===== config.mk =====
export PLATFORM = sky130hd
export DESIGN_NAME = rv32_m_arbiter
export DESIGN_NICKNAME = d
export VERILOG_FILES = /design/src/rtl/rv32_m_arb_pkg.sv /design/src/rtl/rr_arbiter.sv /design/src/rtl/rv32_m_arbiter.sv
export SDC_FILE = /design/constraint.sdc
export NUM_CORES = 1
export LEC_CHECK = 0
export CAP_MARGIN = 20
export CORE_MARGIN = 5
export CORE_UTILIZATION = 67
export DETAILED_ROUTE_END_ITERATION = 8
export DONT_BUFFER_PORTS = 1
export GPL_TIMING_DRIVEN = 0
export PLACE_DENSITY = 0.83
export SLEW_MARGIN = 20
export SYNTH_ARGS = -nofsm -noshare
export SYNTH_HDL_FRONTEND = slang
export SYNTH_SLANG_ARGS = --single-unit

===== constraint.sdc =====
create_clock -name i_clk -period 6.2 [get_ports i_clk]
set_input_delay 0.31 -clock i_clk [delete_from_list [all_inputs] [get_ports i_clk]]
set_output_delay 0.31 -clock i_clk [all_outputs]
set_load 0.005 [all_outputs]

===== src/rtl/rv32_m_arb_pkg.sv =====
// Shared types for the RV32M arbiter: FSM states, captured request slot and
// field widths.
package rv32_m_arb_pkg;

  localparam int F3_W = 3;
  // Core operand width; kept equal to the core-wide `XLEN.
  localparam int ARB_XLEN = 32;

  typedef enum logic {
    ARB_IDLE = 1'b0,
    ARB_BUSY = 1'b1
  } arb_state_t;

  typedef struct packed {
    logic [ARB_XLEN-1:0] rs1;
    logic [ARB_XLEN-1:0] rs2;
    logic [F3_W-1:0]     f3;
  } m_req_t;

endpackage


===== src/rtl/rr_arbiter.sv =====
// Combinational round-robin pick: the search starts one past the last winner
// and wraps modulo N.
module rr_arbiter #(
  parameter int N = 2
) (
  input  logic [N-1:0]         i_req,
  input  logic [$clog2(N)-1:0] i_last,
  output logic                 o_valid,
  output logic [$clog2(N)-1:0] o_grant_idx
);

  localparam int W = $clog2(N);

  always_comb begin
    logic [W-1:0] idx;
    // NOTE: every output gets a default before the loop so no path leaves it
    // unassigned; otherwise synthesis would infer a latch.
    o_valid     = 1'b0;
    o_grant_idx = '0;
    idx         = '0;
    // Walk from the farthest offset to the nearest so the nearest pending
    // requester is written last and wins.
    for (int off = N; off >= 1; off--) begin
      idx = W'((int'(i_last) + off) % N);
      if (i_req[idx]) begin
        o_valid     = 1'b1;
        o_grant_idx = idx;
      end
    end
  end

endmodule


===== src/rtl/rv32_m_arbiter.sv =====
// Shares one RV32M multiply/divide unit among N_REQ cores: one request slot
// per core, round-robin grant, one operation in flight at a time.
module rv32_m_arbiter
  import rv32_m_arb_pkg::*;
#(
  parameter int N_REQ = 2,
  parameter int XLEN  = ARB_XLEN
) (
  input  logic                       i_clk,
  input  logic                       i_rst,
  input  logic [N_REQ-1:0]           i_req_en,
  input  logic [N_REQ-1:0][XLEN-1:0] i_req_rs1,
  input  logic [N_REQ-1:0][XLEN-1:0] i_req_rs2,
  input  logic [N_REQ-1:0][F3_W-1:0] i_req_f3,
  output logic [N_REQ-1:0]           o_req_ack,
  output logic [N_REQ-1:0][XLEN-1:0] o_req_res,
  output logic                       o_m_en,
  output logic [XLEN-1:0]            o_m_rs1,
  output logic [XLEN-1:0]            o_m_rs2,
  output logic [F3_W-1:0]            o_m_f3,
  input  logic [XLEN-1:0]            i_m_res,
  input  logic                       i_m_ack
);

  localparam int IDX_W = $clog2(N_REQ);

  arb_state_t       state, state_next;
  logic [N_REQ-1:0] pending;
  logic [N_REQ-1:0] accept;
  logic [N_REQ-1:0] clear_mask;
  m_req_t           slot [N_REQ];
  logic [IDX_W-1:0] grant, last_grant, arb_idx;
  logic             arb_valid, issue, done;

  // A pulse is only taken into an empty slot; a second pulse while pending
  // (including the ack cycle) leaves the captured operands untouched.
  assign accept     = i_req_en & ~pending;
  assign clear_mask = done ? (N_REQ'(1) << grant) : '0;

  rr_arbiter #(.N(N_REQ)) u_rr (
    .i_req       (pending),
    .i_last      (last_grant),
    .o_valid     (arb_valid),
    .o_grant_idx (arb_idx)
  );

  // NOTE: slot payloads carry no reset; they are only read once the matching
  // pending bit (which is reset) has been set by a capture.
  always_ff @(posedge i_clk) begin
    for (int k = 0; k < N_REQ; k++) begin
      if (accept[k]) begin
        slot[k] <= '{rs1: i_req_rs1[k], rs2: i_req_rs2[k], f3: i_req_f3[k]};
      end
    end
  end

  // NOTE: sequential state uses non-blocking assignments so every register
  // samples pre-edge values regardless of statement order.
  always_ff @(posedge i_clk or negedge i_rst) begin
    if (!i_rst) begin
      state <= ARB_IDLE;
    end else begin
      state <= state_next;
    end
  end

  always_comb begin
    state_next = state;
    issue      = 1'b0;
    done       = 1'b0;
    unique case (state)
      ARB_IDLE: begin
        if (arb_valid) begin
          issue      = 1'b1;
          state_next = ARB_BUSY;
        end
      end
      ARB_BUSY: begin
        if (i_m_ack) begin
          done       = 1'b1;
          state_next = ARB_IDLE;
        end
      end
      default: state_next = ARB_IDLE;
    endcase
  end

  always_ff @(posedge i_clk or negedge i_rst) begin
    if (!i_rst) begin
      pending    <= '0;
      grant      <= '0;
      last_grant <= IDX_W'(N_REQ - 1);
      o_m_en     <= 1'b0;
      o_m_rs1    <= '0;
      o_m_rs2    <= '0;
      o_m_f3     <= '0;
      o_req_ack  <= '0;
      o_req_res  <= '0;
    end else begin
      pending   <= (pending | accept) & ~clear_mask;
      o_m_en    <= issue;
      o_req_ack <= '0;
      // Operand registers only change on a grant, so they hold through BUSY.
      if (issue) begin
        o_m_rs1 <= slot[arb_idx].rs1;
        o_m_rs2 <= slot[arb_idx].rs2;
        o_m_f3  <= slot[arb_idx].f3;
        grant   <= arb_idx;
      end
      if (done) begin
        o_req_ack[grant] <= 1'b1;
        o_req_res[grant] <= i_m_res;
        last_grant       <= grant;
      end
    end
  end

endmodule


* Word level (Yosys, flattened, before mapping) *
Memories as Yosys holds them, arrays and structs flattened. A register that Yosys moved wholly into a read port is not among the register bits.
Cells that the tools add are included.

word-level totals
  register bits after elaboration = 72
  bits in writable memories = 134
  bits of input ports = 171
  output and inout port bits = 134
  memories kept = 1

operators by class
  add/sub/neg operators = 2
  magnitude comparators = 4
  shifts and indexed selects = 1
  mux-type cells = 25
  bitwise gates (word level) = 6
  reductions and logical operators = 2

memories
  name  depth  width  read ports  clocked after Yosys merged registers in  wr ports  line                  text
  slot  2      67     1           1                                        2         rv32_m_arbiter.sv:31  m_req_t slot [N_REQ];

operators with widths
  kind                                                 count
  bitwise mux 64 bit                                   1
  demux 32 bit (select 1 bit)                          1
  2-to-1 mux 32 bit                                    1
  2-to-1 mux 1 bit                                     18
  < comparator 1 x 2 -> 1 bit (second input constant)  3
  bitwise AND 2 bit                                    2
  2-to-1 mux 2 bit                                     2
  NOT 2 bit                                            2
  adder 1 bit (second input constant)                  2
  OR 2 bit                                             1
  case mux 1 bit (2 select lines)                      1
  << shifter 1 x 1 -> 2 bit (first input constant)     1
  demux 1 bit (select 1 bit)                           1
  >= comparator 1 bit (second input constant)          1
  logical AND 1 bit                                    1
  logical NOT 1 bit                                    1
  NOT 1 bit                                            1

* Longest topological paths before layout *
Gate-level depths: netlist of run 1.

  depth after elaboration = 7
  mapped depth = 6
  gate-level depth less buffers = 3

* Cells and area by module *
Synthesis of run 1 repeated with hierarchy kept, for this count alone.

unflattened totals
  cell total of the unflattened synthesis = 510
  area, all modules = 10141.0 µm²

by module, submodules not included
  module          instances  cells each  area an instance (µm²)  sequential area each (µm²)
  rv32_m_arbiter  1          508         10127.2                 7503.4
  rr_arbiter      1          2           13.8                    0.0

* Worst setup path before layout of run 1 *
Ideal clock, no wire load.

  path kind = register to register
  from = reg pending[0]
  to = mem slot[0][0] in the netlist's numbering, enable pin
  library setup time = 0.500 ns
  data arrival time = 3.409 ns
  path slack = 2.291 ns
  stages on the path, launching flop included = 2
  buffers on the path = 0
  clock period less this slack = 3.909 ns
  path through = dfrtp_1 > nor2b_1

RTL lines
  item                    line                   text
  start, declared         rv32_m_arbiter.sv:28   logic [N_REQ-1:0] pending;
  start signal, assigned  rv32_m_arbiter.sv:100  pending <= (pending | accept) & ~clear_mask;
  end, declared           rv32_m_arbiter.sv:31

* Worst setup path after layout of run 1 *
  from = reg pending[0]
  to = reg o_m_rs2[0] (read register of slot)

on the way
  word-level cells in the longest chain between the ends = 6
  elaborated cells between the ends (all ways) = 10
  classes of those cells = 10 x mux

ends and longest elaborated chain
  item                                                 line                  text
  2-to-1 mux 1 bit (not written as such) (2 in a row)  rr_arbiter.sv:25      if (i_req[idx]) begin
  2-to-1 mux 1 bit (2 in a row)                        rr_arbiter.sv:25
  2-to-1 mux 1 bit                                     rv32_m_arbiter.sv:73  if (arb_valid) begin
  2-to-1 mux 1 bit                                     rv32_m_arbiter.sv:71  unique case (state)
  end, declared                                        rv32_m_arbiter.sv:19  output logic [XLEN-1:0] o_m_rs2,

Several ways; a longest one is shown, not always the timed one. The select of a mux whose other input is x is not followed.
A chain may end at the register's enable or synchronous reset.

==> impl_metrics.tcl, run 1 <==
set metrics [dict create \
    rsz0062_at_grt "no" \
    dieArea_um2 17100 \
    status "completed" \
    cap_viol_max_count 0 \
    worstPathArrival_ns 2.26 \
    drt_wl_total_um 29800 \
    synth-seq-cells 273 \
    wl_per_cell_um 27.7 \
    yosysWarnings 0 \
    ant_nets 0 \
    numCtsBuffers 27 \
    crit_family "buffers and inverters" \
    first_iter_violations 714 \
    rows 44 \
    hold_depth 3 \
    dp_hpwl_um 15400 \
    dp_cells 849 \
    clock_latency_ns 0.54 \
    synth_area_leaders "edfxtp_1, dfrtp_1, mux2_2" \
    antenna_found_initial 6 \
    netlist_instances 659 \
    period_needed_ns 1.86 \
    cp.depth 5 \
    initial_core_util_pct 67.7 \
    relSlewSlack_pct 54.3 \
    syn_to_final_growth_pct 30.9 \
    vias_per_cell 6.37 \
    worst-path-buf-inv 2 \
    cp.required_ns 6.59 \
    path_cells "o21ba_1 > buf_2 > buf_2 > nor2_1 > a31oi_1" \
    overflow 0 \
    synth.top_cells.by_count "dfrtp_1, nand2_1, edfxtp_1, nor2_1, a31oi_1" \
    power_leakage_nw 5.05 \
    num_vias 6850 \
    synth.most_common_cell "dfrtp_1" \
    dp_slack_ns 4.47 \
    clkSinkCount 273 \
    p_per_area_nw_per_um2 471 \
    clk_path_buf_depth 3 \
    fin_cells 1075 \
    grt_max_degree 140 \
    setup_viol 0 \
    tightest_slew_ns 0.685 \
    synth-edff-count 134 \
    critPathLaunchType "register" \
    clock_skew_ns 0.0296 \
    hp-class "input pin to register" \
    max_stage_delay_ns 0.50 \
    worst_r2r_path_depth 5 \
    synth.distinct_cells 20 \
    drt_drc_violations_left 0 \
    hold_violations 0 \
    place.port_buffers 0 \
    critical_path.max_fanout 10 \
    crit_top_cell "buf_2" \
    dieHeight_um 131 \
    synth-seq-area-share_pct 76.9 \
    syn_nets 830 \
    grt_pass1_wl_um 43400 \
    setup_tns_ns 0 \
    htree_levels 1 \
    synth_top_area_share_pct 41.2 \
    grt_pass1_vias 7330 \
    drtPass1Iterations 8 \
    synth.largest_area_cell "edfxtp_1" \
    cts_root_buffer "clkbuf_16" \
    clkTransAtPathRegs_ns 0.07 \
    synth_flop_cell "dfrtp_1" \
    post_cts_resized 0 \
    fin_crit_sh_pct 30.1 \
    worst_slack_ns 4.34 \
    cp_slowest_cell "dfrtp_1" \
    grt_use_total_pct 34.5 \
    globalplace.congestion 0.858 \
    cp-end-kind "register" \
    dieWidth_um 131 \
    fmax_mhz 536 \
    avgSynthCellArea_um2 14.8 \
    io_pins 305 \
    synthArstFlopShare_pct 50.9 \
    drv_slew 0 \
    core_um2 14400 \
    critPathKind "register to register" \
    p_total_w 0.00601 \
    drive_above_1_share_pct 17.1 \
    cts_tree "yes" \
    netlist_area_um2 9760 \
    peakVddDrop_v 0.000309 \
    postCtsSetupBuffers 0 \
    finalNetCount 1035 \
]
[what timing repair did]
action,4_1_cts,5_1_grt
hold buffers,170,0
setup endpoints to repair,0,0
hold endpoints to repair,339,0
[layout by cell type (no fill, tap or decap), types with 2 or more instances in the layout]
| cell type | netlist | routed |
|---|---|---|
| buf_16 | 0 | 7 |
| nand2_1 | 137 | 137 |
| buf_6 | 10 | 10 |
| mux2_1 | 4 | 4 |
| a31oi_1 | 67 | 67 |
| edfxtp_1 | 134 | 134 |
| buf_4 | 2 | 2 |
| mux2_2 | 60 | 60 |
| dfrtp_1 | 138 | 138 |
| diode_2 | 0 | 6 |
| nor2b_4 | 0 | 2 |
| buf_2 | 24 | 24 |
| clkinv_2 | 0 | 8 |
| clkbuf_16 | 0 | 29 |
| clkbuf_1 | 0 | 8 |
| clkbuf_8 | 0 | 2 |
| nor2_1 | 71 | 71 |
| inv_1 | 2 | 2 |
| dlygate4sd3_1 | 0 | 169 |
[kinds of logic (layout without fill, tap and decap cells)]
kind of cell | Yosys count | after routing | synth area share, %
DFF | 273 | 273 | 76.9
and+or+nand+nor | 212 | 212 | 8.35
AOI/OAI and AO/OA | 72 | 72 | 4.77
muxes | 64 | 64 | 7.38
buffers and inverters | 38 | 264 | 2.62
other | 0 | 6 | 0
[routing by layer]
layer  global-route usage [%]  vias to the layer above  share of wire, %
li1                         -                     2745                 -
met1                     39.9                     3369                32
met2                     58.7                      606                50
met3                     11.0                      130                12
met4                     16.9                        0               5.8
met5                        0                        -                 0
[worst reg2reg max path: stages (launching register included)]
cell,delay [ns]
dfrtp_1,0.50
o21ba_1,0.18
buf_2,0.26
buf_2,0.33
nor2_1,0.11
a31oi_1,0.37
[report_power, final]
part,internal [W],total [W],leakage (nW),switching (W)
Combinational,0.000597,0.00139,1.79,0.000788
Clock,0.000923,0.00162,0.431,0.000693
Sequential,0.00249,0.00301,2.83,0.000524
Total,0.00401,0.00601,5.05,0.00200
[state kept, by name, indices dropped and copies added, names as in the netlist]
| name | count |
|---|---|
| last_grant | 1 |
| slot | 134 |
| o_m_rs2 | 32 |
| o_m_f3 | 3 |
| o_m_en | 1 |
| o_req_ack | 2 |
| state | 1 |
| pending | 2 |
| o_req_res | 64 |
| grant | 1 |
| o_m_rs1 | 32 |
[layout make-up]
class                           count  area (um^2)
Sequential cell                   273         7500
Multi-Input combinational cell    348         2020
Timing Repair Buffer              176         1880
Fill cell                         531         1650
Clock buffer                       39          783
Buffer                             36          248
Tap cell                          184          230
Clock inverter                     11         86.3
Antenna cell                        6         15.0
Inverter                            2         7.51
[metrics by stage]
step	hold WS (ns)	area, um^2	util (%)
final	0.0296	12800	88.6
after global routing	0.0327	12800	88.6
after CTS	0.0114	12800	88.5
after detailed placement	0.0185	10200	70.5
after global placement	0.0192	9990	69.3
after floorplan	0.0144	9760	-
[worst paths after layout]
kind,slack (ns),startpoint,endpoint
max in group asynchronous,5.23,i_rst,o_m_rs2[16]$_DFFE_PN0P_
setup / recovery,4.34,pending[0]$_DFF_PN0_,o_m_rs2[0]$_DFFE_PN0P_
hold reg to reg,0.49,last_grant$_DFFE_PN1P_,last_grant$_DFFE_PN1P_
hold / removal,0.03,i_m_ack,last_grant$_DFFE_PN1P_
setup reg to reg,4.34,pending[0]$_DFF_PN0_,o_m_rs2[0]$_DFFE_PN0P_
min in group asynchronous,0.43,i_rst,o_m_rs1[14]$_DFFE_PN0P_
Note: power is estimated with default switching activity, not from simulation.
==> inputs of run 2 (changes only) <==
Settings changed: ABC_AREA set to 1, CORE_UTILIZATION 67 to 63, PLACE_DENSITY 0.83 to 0.79.
Clock period 6.2 ns to 2 ns, I/O delays scaled along.
==> impl_metrics.tcl, run 2 <==
set metrics [dict create \
    largest_register_ff_count 134 \
    yosys.area_share.simple_pct 16.5 \
    synth.top_cells.by_count "nand2_1, inv_1, dfrtp_1, edfxtp_1, nand3_1" \
    io_pins 305 \
    ant_nets 0 \
    fin_area_um2 13500 \
    mostFrequentLayoutCell "nand2_1" \
    synth_top_area_share_pct 38.4 \
    synthAdderAreaFrac_pct 0 \
    first_iter_violations 674 \
    grt_use_total_pct 31.8 \
    rsz0062_at_grt "no" \
    grt_max_degree 140 \
    avgSynthCellArea_um2 10.7 \
    synth.largest_area_cell "edfxtp_1" \
    synth.area.mux_share_pct 0 \
    dieArea_um2 19300 \
    cts_hold_buf 170 \
    grt_pass1_vias 8435 \
    synth_area_leaders "edfxtp_1, dfrtp_1, nand2_1" \
    fin_crit_sh_pct 91.7 \
    peakVddDrop_v 0.00108 \
    grt_pass1_wl_um 48300 \
    vias_per_cell 5.67 \
    antenna_found_initial 6 \
    worstPathArrival_ns 2.24 \
    dieHeight_um 139 \
    cp.required_ns 2.40 \
    place.port_buffers 0 \
    grt_use_met2_pct 55.8 \
    clk_path_buf_depth 3 \
    hold_violations 139 \
    regMostFlops "slot" \
    power_leakage_nw 6.33 \
    critPathKind "register to register" \
    cp-end-kind "register" \
    dieWidth_um 139 \
    netlist_area_um2 10500 \
    numCtsBuffers 27 \
    drtPass1Iterations 5 \
    hp-class "input pin to asynchronous set/reset pin" \
    synth_xor_area_share_pct 0 \
    globalRouteMet3Util_pct 9.24 \
    synth-seq-area-share_pct 71.7 \
    reg_top3 "slot (134), o_req_res (64)" \
    netlist_instances 976 \
    critical_path.max_fanout 10 \
    synthArstFlopShare_pct 50.9 \
    cts_tree "yes" \
    final_cell_mix "nand2_1, inv_1, dlygate4sd3_1" \
    syn_nets 1147 \
    drt_wl_total_um 31400 \
    multiInputGateArea_um2 2080 \
    violations "negative hold slack" \
    synth_compound_area_share_pct 3.29 \
    clock_latency_ns 0.53 \
    drt_drc_violations_left 0 \
    synth.most_common_cell "nand2_1" \
    yosysWarnings 0 \
    initial_core_util_pct 63.6 \
    rows 47 \
    tightest_slew_ns 0.559 \
    relSlewSlack_pct 62.7 \
    synth-edff-count 134 \
    drive_above_1_share_pct 6.91 \
    wl_per_cell_um 22.0 \
    postCtsSetupBuffers 0 \
    synth.distinct_cells 19 \
    setup_viol 0 \
    htree_levels 1 \
    finalNetCount 1352 \
    clock_skew_ns 0.0171 \
    fillCellCount 845 \
    globalplace.congestion 0.930 \
    synth-seq-cells 273 \
    synth_top_family_by_area "simple AND/OR/NAND/NOR gates" \
    hold_slack_ns -0.730 \
    fmax_mhz 545 \
    synth_flop_cell "dfrtp_1" \
    grt_use_met1_pct 37.1 \
    num_vias 8111 \
    regArea_um2 7500 \
    cap_viol_max_count 0 \
    critPathLaunchType "register" \
    p_per_area_nw_per_um2 1360 \
    syn_to_final_growth_pct 29.1 \
    post_cts_resized 0 \
    status "finished with violations" \
    period_needed_ns 1.83 \
    clkTransAtPathRegs_ns 0.06 \
    cts_root_buffer "clkbuf_16" \
    core_um2 16500 \
    top_usage_layer "met2" \
    dpl_cell_area_um2 10900 \
    dp_hpwl_um 17200 \
    drv_slew 0 \
    overflow 0 \
    clkSinkCount 273 \
]
run 2: changes by cell type after synthesis, moves of 60 or more:
cell     previous run  this run
nor2_1             71         5
a31oi_1            67         0
inv_1               2       171
nand3_1             0       134
nand2_1           137       271
mux2_2             60         0
run 2: worst paths after layout:
| path | cells after the start | slack [ns] | from | to |
|---|---|---|---|---|
| max | 6 | 0.17 | last_grant$_DFFE_PN1P_ | o_m_f3[0]$_DFFE_PN0P_ |
| min | 0 | -0.73 | i_rst | o_m_rs2[10]$_DFFE_PN0P_ |
| max reg2reg | 6 | 0.17 | last_grant$_DFFE_PN1P_ | o_m_f3[0]$_DFFE_PN0P_ |
| min reg2reg | 2 | 0.48 | last_grant$_DFFE_PN1P_ | last_grant$_DFFE_PN1P_ |
| max in group asynchronous | 0 | 2.50 | i_rst | last_grant$_DFFE_PN1P_ |
| min in group i_clk | 1 | 0.19 | i_req_rs2[4] | slot[0][7]$_DFFE_PP_ |
run 2: cell families after synthesis:
family	count (synthesis)
buffers and inverters	222
AND/OR/NAND/NOR	413
AO/OA/AOI/OAI	68
flip-flops	273
run 2: cell type report:
cell class | count | area share (%)
flip-flops and latches | 273 | 55.5
multi-input cells | 481 | 15.4
repair buffers | 176 | 13.7
clock buffers | 44 | 5.99
inverters | 173 | 4.81
well taps | 220 | 2.04
plain buffers | 49 | 1.94
clock inverters | 6 | 0.454
diodes | 8 | 0.148
run 2: worst max-delay path: stages, from the launching register on:
cell,delay [ns]
dfstp_2,0.54
nand2_1,0.18
nand2_2,0.18
clkbuf_1,0.45
nand2_1,0.12
nand3_1,0.15
nand2_1,0.11
run 2: where the power goes:
group / internal, W / switching, W / leakage (nW) / total [W]
combinational: 0.00149 / 0.00271 / 2.97 / 0.00420
sequential: 0.00766 / 0.00152 / 2.94 / 0.00918
clock: 0.00289 / 0.00212 / 0.425 / 0.00501
total: 0.0120 / 0.00635 / 6.33 / 0.0184
run 2: metrics by stage:
step | cells | power (W) | util (%) | worst slack (ns) | setup TNS, ns
5_1_grt | 1428 | 0.0193 | 82.0 | 0.0494 | 0
3_3_place_gp | 1196 | 0.0125 | 65.4 | -0.733 | -79.21
6_report | 1430 | 0.0184 | 82.1 | 0.165 | 0
4_1_cts | 1422 | 0.0180 | 81.9 | 0.263 | 0
2_1_floorplan | 976 | 0.0113 | - | -0.138 | -9.23
3_5_place_dp | 1202 | 0.0128 | 66.3 | 0.282 | 0
run 2: metal layers:
layer / routed length (um) / vias up
li1: - / 3504
met1: 10600 / 3904
met2: 16200 / 604
met3: 3370 / 99
met4: 1260 / 0
met5: 0 / -
==> inputs of run 3 (changes only) <==
--- a/config.mk
+++ b/config.mk
@@ -7,6 +7,5 @@
 export LEC_CHECK = 0
-export ABC_AREA = 1
 export CAP_MARGIN = 20
 export CORE_MARGIN = 5
-export CORE_UTILIZATION = 63
+export CORE_UTILIZATION = 67
 export DETAILED_ROUTE_END_ITERATION = 8
@@ -14,3 +13,3 @@
 export GPL_TIMING_DRIVEN = 0
-export PLACE_DENSITY = 0.79
+export PLACE_DENSITY = 0.83
 export SLEW_MARGIN = 20
==> constraint.sdc (replaced) <==
create_clock -name i_clk -period 2.35 [get_ports i_clk]
set_input_delay 0.1175 -clock i_clk [delete_from_list [all_inputs] [get_ports i_clk]]
set_output_delay 0.1175 -clock i_clk [all_outputs]
set_load 0.02 [all_outputs]
==> impl_metrics.tcl, run 3 (synthesized netlist as in run 1, its figures left out) <==
set metrics [dict create \
    grt_pass1_vias 7279 \
    critPathKind "register to register" \
    first_iter_violations 693 \
    rows 44 \
    fmax_mhz 571 \
    dpl_cell_area_um2 10100 \
    clkPwrFrac_pct 25.8 \
    share_comb_of_total_power_pct 20.9 \
    drive_above_1_share_pct 16.8 \
    clk_path_buf_depth 3 \
    p_total_w 0.0174 \
    fin_crit_sh_pct 74.5 \
    antenna_found_initial 3 \
    period_needed_ns 1.75 \
    rsz0062_at_grt "no" \
    fin_area_um2 12700 \
    final_cell_mix "dlygate4sd3_1, dfrtp_1, nand2_1" \
    reg_top3 "slot (134), o_req_res (64)" \
    post_cts_resized 0 \
    hp-class "input pin to asynchronous set/reset pin" \
    dieHeight_um 131 \
    clock_skew_ns 0.0199 \
    htree_levels 1 \
    num_vias 6872 \
    grt_use_total_pct 34.8 \
    relSlewSlack_pct 46.2 \
    cap_viol_max_count 0 \
    drv_slew 0 \
    worstPathArrival_ns 1.96 \
    critical_path.max_fanout 27 \
    cp-end-kind "register" \
    tightest_slew_ns 0.805 \
    postCtsSetupBuffers 0 \
    clkTransAtPathRegs_ns 0.07 \
    dp_cells 848 \
    peakVddDrop_v 0.000949 \
    wl_per_cell_um 28.8 \
    dieArea_um2 17100 \
    p_per_area_nw_per_um2 1370 \
    io_pins 305 \
    clock_latency_ns 0.52 \
    swShare_pct 38.5 \
    grt_max_degree 140 \
    drtPass1Iterations 5 \
    drt_wl_total_um 30800 \
    initial_core_util_pct 67.7 \
    violations "negative hold slack" \
    status "finished with violations" \
    cts_hold_buf 169 \
    mostFrequentLayoutCell "dlygate4sd3_1" \
    globalplace.congestion 0.830 \
    p_int_w 0.0107 \
    setup_viol 0 \
    place.port_buffers 0 \
    syn_to_final_growth_pct 30.6 \
    regMostFlops "slot" \
    seqPwrFrac_pct 53.3 \
    cts_root_buffer "clkbuf_16" \
    cp.required_ns 2.56 \
    cts_tree "yes" \
    overflow 0 \
    power.switching_w 0.00671 \
    fin_cells 1071 \
    critPathLaunchType "register" \
    vias_per_cell 6.42 \
    dieWidth_um 131 \
    hold_violations 139 \
    drt_drc_violations_left 0 \
    finalNetCount 1032 \
    hold_slack_ns -0.704 \
    ant_nets 0 \
    setup_tns_ns 0 \
    largest_register_ff_count 134 \
    dp_hpwl_um 15100 \
    clkSinkCount 273 \
    numCtsBuffers 26 \
    core_um2 14400 \
    power_leakage_nw 5.03 \
    grt_pass1_wl_um 43600 \
]
==> run 3: worst max-delay path, cell delays in order (launching register included) <==
cell and delay (ns):
dfrtp_1 0.46, nor2b_4 0.68, buf_12 0.29
==> run 3: final cells by class <==
cell class	instances	area [um^2]
fill	532	1680
inverter	2	7.51
antenna	6	15.0
tap	184	230
buffer	36	248
timing repair buffer	174	1810
sequential	273	7500
multi-input combinational	348	2020
clock inverter	7	88.8
clock buffer	41	821
==> run 3: final timing paths <==
kind                            slack, ns              startpoint                        end  depth (start not counted)
max in group asynchronous            2.82                   i_rst     last_grant$_DFFE_PN1P_                          0
worst max-delay path                 0.60    pending[0]$_DFF_PN0_      slot[0][42]$_DFFE_PP_                          2
worst min-delay path                -0.70                   i_rst  o_req_res[23]$_DFFE_PN0P_                          0
worst min register to register       0.49  last_grant$_DFFE_PN1P_     last_grant$_DFFE_PN1P_                          2
worst max register to register       0.60    pending[0]$_DFF_PN0_      slot[0][42]$_DFFE_PP_                          2
min in group i_clk                   0.04             i_req_en[0]      slot[0][60]$_DFFE_PP_                          1
==> run 3: stage by stage <==
| stage | hold slack, ns | worst slack [ns] | utilization, % |
|---|---|---|---|
| final | -0.704 | 0.599 | 88.4 |
| after floorplan | -0.178 | 0.461 | - |
| after CTS | -0.725 | 0.606 | 88.2 |
| after global routing | -0.730 | 0.493 | 88.3 |
| after global placement | -0.173 | -0.0694 | 69.4 |
| after detailed placement | -0.174 | 0.625 | 70.2 |
==> run 3: power by group through the flow <==
stage               Clock (W)  Sequential [W]  Combinational, W
floorplan                   0         0.00873           0.00230
global placement            0         0.00913           0.00274
detailed placement          0         0.00919           0.00302
CTS                   0.00438         0.00914           0.00332
global route          0.00467         0.00940           0.00390
finish                0.00449         0.00928           0.00365
==> run 3: routing by layer <==
metal	GRT usage [%]	up-vias	part of all wire, %
li1	-	2734	-
met1	39.7	3314	31
met2	60.1	673	50
met3	10.4	151	12
met4	17.4	0	6.2
met5	0	-	0
